**src/rtl/gs_dac_mixer.sv**
```systemverilog
// Multi-channel 1-bit DAC mixer. Each channel holds an unsigned sample and a
// volume. The sample drives one of two modulators: a gated first-order
// accumulator enabled by a PWM volume gate (mode 0), or a first-order
// accumulator fed by the sample*volume product (mode 1). Samples may be
// written straight into the active register or double-buffered until a
// frame strobe commits them all together.
module gs_dac_mixer #(
    parameter int CHANNELS = 4,
    parameter int DATA_W   = 8,
    parameter int VOL_W    = 6,
    localparam int CW      = (CHANNELS > 1) ? $clog2(CHANNELS) : 1
) (
    input  logic                clk32,
    input  logic                rst_n,
    input  logic                smp_we,
    input  logic [CW-1:0]       smp_ch,
    input  logic [DATA_W-1:0]   smp_d,
    input  logic                vol_we,
    input  logic [CW-1:0]       vol_ch,
    input  logic [VOL_W-1:0]    vol_d,
    input  logic                mode,
    input  logic                sync_en,
    input  logic                frame,
    input  logic                ovr_clr,
    output logic [CHANNELS-1:0] dac_out,
    output logic                smp_ovr
);

    localparam int PW = DATA_W + VOL_W;   // product width
    localparam int AW = PW + 1;           // accumulator width (mode 1 uses all of it)

    // Odd step, so the volume counter visits every value once per 2^VOL_W cycles
    // in a scattered order, which spreads the gate-on cycles evenly.
    localparam logic [VOL_W-1:0] VOL_STEP = VOL_W'((2 ** (VOL_W - 1)) - 1);

    logic [DATA_W-1:0]   active_q  [CHANNELS];
    logic [DATA_W-1:0]   active_d  [CHANNELS];
    logic [DATA_W-1:0]   shadow_q  [CHANNELS];
    logic [DATA_W-1:0]   shadow_d  [CHANNELS];
    logic [VOL_W-1:0]    vol_lvl_q [CHANNELS];
    logic [VOL_W-1:0]    vol_lvl_d [CHANNELS];
    logic [PW-1:0]       prod_q    [CHANNELS];
    logic [PW-1:0]       prod_d    [CHANNELS];
    logic [AW-1:0]       acc_q     [CHANNELS];
    logic [AW-1:0]       acc_d     [CHANNELS];

    logic [CHANNELS-1:0] pending_q, pending_d;
    logic [CHANNELS-1:0] vol_en_q,  vol_en_d;
    logic [CHANNELS-1:0] dac_q,     dac_d;
    logic [VOL_W-1:0]    vol_cnt_q, vol_cnt_d;
    logic                smp_ovr_q, smp_ovr_d;
    logic                mode_q, mode_prev_q;

    logic                commit;
    logic                ovr_set;
    logic                mode_chg;

    // Sample path: commit pending shadows, then apply this cycle's write.
    // NOTE: every combinational output gets a default first so no path can
    // leave it unassigned and infer a latch.
    always_comb begin
        commit    = frame | (~sync_en & (|pending_q));
        ovr_set   = 1'b0;
        pending_d = pending_q;
        for (int i = 0; i < CHANNELS; i++) begin
            active_d[i] = active_q[i];
            shadow_d[i] = shadow_q[i];
        end
        for (int i = 0; i < CHANNELS; i++) begin
            // The commit sees the old shadow, so a same-cycle write cannot leak in.
            if (commit && pending_q[i]) begin
                active_d[i]  = shadow_q[i];
                pending_d[i] = 1'b0;
            end
            // Indices at or above CHANNELS match no i and are dropped.
            if (smp_we && (smp_ch == CW'(i))) begin
                if (sync_en) begin
                    shadow_d[i]  = smp_d;
                    pending_d[i] = 1'b1;
                    if (pending_q[i] && !commit) begin
                        ovr_set = 1'b1;
                    end
                end else begin
                    active_d[i] = smp_d;
                end
            end
        end
        // A fresh overrun outranks a clear in the same cycle.
        smp_ovr_d = ovr_set | (smp_ovr_q & ~ovr_clr);
    end

    // Volume register file.
    always_comb begin
        for (int i = 0; i < CHANNELS; i++) begin
            vol_lvl_d[i] = vol_lvl_q[i];
            if (vol_we && (vol_ch == CW'(i))) begin
                vol_lvl_d[i] = vol_d;
            end
        end
    end

    // Modulators: volume gate, product, accumulators and the output bits.
    always_comb begin
        mode_chg  = mode_q ^ mode_prev_q;
        vol_cnt_d = vol_cnt_q + VOL_STEP;
        for (int i = 0; i < CHANNELS; i++) begin
            vol_en_d[i] = (vol_cnt_q < vol_lvl_q[i]);
            prod_d[i]   = PW'(active_q[i]) * PW'(vol_lvl_q[i]);
            if (mode_q) begin
                acc_d[i] = {1'b0, acc_q[i][AW-2:0]} + {1'b0, prod_q[i]};
            end else if (vol_en_q[i]) begin
                acc_d[i] = AW'({1'b0, acc_q[i][DATA_W-1:0]} + {1'b0, active_q[i]});
            end else begin
                acc_d[i] = AW'({1'b0, acc_q[i][DATA_W-1:0]});
            end
            // Restart both modulators cleanly after a mode switch.
            if (mode_chg) begin
                acc_d[i]  = '0;
                prod_d[i] = '0;
            end
            // The output flop tracks the accumulator carry bit of the current mode.
            dac_d[i] = mode_q ? acc_d[i][AW-1] : acc_d[i][DATA_W];
        end
    end

    // State registers.
    // NOTE: the per-channel arrays are reset explicitly because a reset must
    // silence every output and discard pending samples, not just the control.
    always_ff @(posedge clk32 or negedge rst_n) begin
        if (!rst_n) begin
            for (int i = 0; i < CHANNELS; i++) begin
                active_q[i]  <= '0;
                shadow_q[i]  <= '0;
                vol_lvl_q[i] <= '0;
                prod_q[i]    <= '0;
                acc_q[i]     <= '0;
            end
            pending_q   <= '0;
            vol_en_q    <= '0;
            dac_q       <= '0;
            vol_cnt_q   <= '0;
            smp_ovr_q   <= 1'b0;
            mode_q      <= 1'b0;
            mode_prev_q <= 1'b0;
        end else begin
            // NOTE: non-blocking assignments so every register samples the
            // values from before this edge, independent of statement order.
            for (int i = 0; i < CHANNELS; i++) begin
                active_q[i]  <= active_d[i];
                shadow_q[i]  <= shadow_d[i];
                vol_lvl_q[i] <= vol_lvl_d[i];
                prod_q[i]    <= prod_d[i];
                acc_q[i]     <= acc_d[i];
            end
            pending_q   <= pending_d;
            vol_en_q    <= vol_en_d;
            dac_q       <= dac_d;
            vol_cnt_q   <= vol_cnt_d;
            smp_ovr_q   <= smp_ovr_d;
            mode_q      <= mode;
            mode_prev_q <= mode_q;
        end
    end

    assign dac_out = dac_q;
    assign smp_ovr = smp_ovr_q;

endmodule

```
**config.mk**
```make
export PLATFORM = sky130hd
export DESIGN_NAME = gs_dac_mixer
export DESIGN_NICKNAME = d
export VERILOG_FILES = /design/src/rtl/gs_dac_mixer.sv
export SDC_FILE = /design/constraint.sdc
export NUM_CORES = 1
export LEC_CHECK = 0
export ABC_CLOCK_PERIOD_IN_PS = 4500
export CAP_MARGIN = 20
export CORE_UTILIZATION = 43
export CTS_CLUSTER_SIZE = 20
export DETAILED_ROUTE_END_ITERATION = 10
export PLACE_DENSITY_LB_ADDON = 0.25
export SLEW_MARGIN = 10
export SYNTH_ARGS = -nofsm -noshare
export SYNTH_HDL_FRONTEND = slang
export SYNTH_SLANG_ARGS = --single-unit
```
**constraint.sdc**
```tcl
create_clock -name clk32 -period 4.5 [get_ports clk32]
set_input_delay 0.675 -clock clk32 [delete_from_list [all_inputs] [get_ports clk32]]
set_output_delay 0.675 -clock clk32 [all_outputs]
set_load 0.005 [all_outputs]
```
==> flow_summary.yaml <==
setup_path:
  crit_start: "vol_lvl_q[6]"
  crit_required_ps: 4890
  worstPathArrival_ps: 4410
  reg2reg_from: "vol_lvl_q[6]"
  cp-end-kind: "flop"
  cp-endpoint: "prod_q[26]"
  reg2reg_depth: 13
  reg2reg_to: "prod_q[26]"
  r2r_slack_ps: 490
  critPathMaxFanout: 10
  critPathKind: "reg -> reg"
  start_kind: "flop"
sta:
  tns_ps: 0
  max_slew.worst_pin.slew_ps: 877
  skew_ps: 12.4
  fin_ws_ps: 487
  slew_headroom: 0.415
  finalCritPeriodShare: 0.892
  rsz0062_at_grt: "no"
  report.final.slew_viol_count: 0
  setup_viol: 0
  hold_viol: 0
  fmax_mhz: 249
  finalCriticalPeriod_ps: 4010
drt:
  via_count: 13200
  dr.pass1.iters: 7
  ant_nets: 0
  route.met2.wl_mm: 19.3
  post_drt_wl_per_cell_um: 16.1
  top_layer_used: "met4"
  wl_met1_mm: 18.7
  route.met3.wl_mm: 1.31
  drcViolationCount: 0
  vias_per_cell: 5.34
  routed_wl_mm: 39.9
  drtIter0Drc: 689
finish:
  antenna-diode-count: 0
  postLayoutCoreUtil: 0.482
  layout-drive-gt1-share: 0.0587
  syn_to_final_growth_pct: 9.64
  final_nets: 2257
die:
  io_pins: 31
  die_y_um: 207
  coreArea_um2: 41100
  fp.dieW_um: 207
  start_util: 0.440
  die-area_um2: 42800
  std_cell_rows: 74
global_routing:
  grt_max_degree: 108
  grt_usage: 0.196
  grt_pass1_vias: 13400
  grt_pass1_wl_mm: 67.1
  antenna_found_initial: 0
  grt_overflow: 0
synthesis:
  yosys.area_share.simple: 0.150
  ys_types: 68
  synth_xor_area_frac: 0.0431
  synth-seq-area-share: 0.306
  synth_top_area_frac: 0.306
  netlist_top_cells_area: "dfrtp_1, ha_1, fa_1"
  synth_fa_ha_area_frac: 0.256
  synth-main-ff-cell: "dfrtp_1"
  synth_fp_nets: 2226
  synth-compound-area-share: 0.131
  syn_inst: 1895
  synth_common_cells: "inv_1, dfrtp_1, ha_1"
  synth_edf_count: 0
  synth_top_area_cell: "dfrtp_1"
  synth_area_um2: 18100
  async_reset_ff_frac: 1.00
  avgSynthCellArea_um2: 9.53
  synth.most_common_cell: "inv_1"
  synth_seq_cells: 221
  synthMuxAreaShare: 0.0556
  synth_top_family_by_area: "adder cells"
  yosysWarnings: 0
pwr:
  powerDensity_nw_per_um2: 632
  p_int_uw: 7000
  p_comb_frac: 0.590
  pwr-share-clk: 0.159
  leakagePower_uw: 0.0100
  seq_power_share: 0.251
  p_sw_uw: 5520
  swShare: 0.441
  peakVddDrop_v: 0.000303
  power_uw: 12500
outcome:
  status: "finished clean"
clocking:
  cts_max_level: 1
  cts_setup_buffers: 0
  cts_resized: 0
  ctsHoldBuffers: 0
  clk_latency_ps: 540
  clk_pin_slew_ps: 60
  cts_buffer_depth: 3
  cts_sinks: 221
  cts_tree: "done"
  cts-root-buf: "clkbuf_16"
  numCtsBuffers: 25
placed_design:
  io_buffers: 30
  place_congestion: 0.844
  place_ws_ps: 529
  dp_hpwl_mm: 30.3
job:
  drv_cap: 0
hold_path:
  hp-class: "in -> async"
[metal layers]
metal / global-route usage / vias to the layer above
met4: 0.0474 / 0
met1: 0.264 / 6489
li1: - / 6461
met5: 0 / -
met3: 0.0207 / 47
met2: 0.338 / 208
[cell families (layout without fill, tap and decap cells)]
group,Yosys count,after routing
buffers and inverters,275,323
and+or+nand+nor,539,539
AOI/OAI and AO/OA,371,371
muxes,95,95
xor gates and xnor gates,89,89
DFF,221,221
adders and majority gates,305,305
[area by class of cell]
cell class / instances / area [um^2]
Clock buffer: 35 / 703
Clock inverter: 9 / 83.8
Fill cell: 3889 / 21300
Inverter: 235 / 882
Multi-Input combinational cell: 1399 / 11500
Sequential cell: 221 / 5530
Tap cell: 532 / 666
Timing Repair Buffer: 44 / 423
[flip-flops by register name (all words and copies together) (netlist names), 4 cells and up]
name / count
acc_q: 56
prod_q: 56
active_q: 32
shadow_q: 32
vol_lvl_q: 24
vol_cnt_q: 6
dac_out: 4
pending_q: 4
vol_en_q: 4
[worst min path at each step]
stage / end / cells after the start
detailed placement: shadow_q[7] / 2
finish: acc_q[39] / 1
global route: acc_q[39] / 1
floorplan: acc_q[0] / 0
global placement: shadow_q[0] / 2
CTS: acc_q[39] / 1
[power groups by stage]
stage | sequential [uW] | combinational, uW | clock [uW]
2_1_floorplan | 2890 | 6090 | 0
3_3_place_gp | 3160 | 7180 | 0
3_5_place_dp | 3170 | 7380 | 0
4_1_cts | 3150 | 7450 | 2040
5_1_grt | 3240 | 8590 | 2100
6_report | 3150 | 7390 | 1990
[worst max-delay path: stages, from the launching register on]
cell       delay, ps
dfrtp_1          470
and2_1           220
fa_1             510
fa_1             550
inv_1             50
fa_1             470
inv_1             40
ha_1             340
nand3_1          120
o2111ai_1        170
a21o_1           230
a2111oi_0        460
or3_1            180
a21oi_1           60
[through the flow]
stage / hold slack, ps / instances / cell area, um^2
finish: 196 / 2475 / 19800
global route: 280 / 2475 / 19800
CTS: 233 / 2475 / 19800
detailed placement: 468 / 2431 / 19000
global placement: 459 / 2431 / 19000
floorplan: 379 / 1895 / 18100
[cell usage in the layout, fill, tap and decap left out, types with 22 or more instances in the layout]
cell and count:
a211oi_1 22, clkdlybuf4s50_1 29, nor2_1 94, mux2i_1 52, clkbuf_16 25, o21ai_0 96, mux2_2 43, a21o_1 34
a21oi_1 88, and2_1 151, dfrtp_1 221, nand3_1 29, fa_1 108, xor2_1 37, xnor2_1 50, inv_1 234
ha_1 197, nand2_1 171
Note: power is estimated with default switching activity, not from simulation.
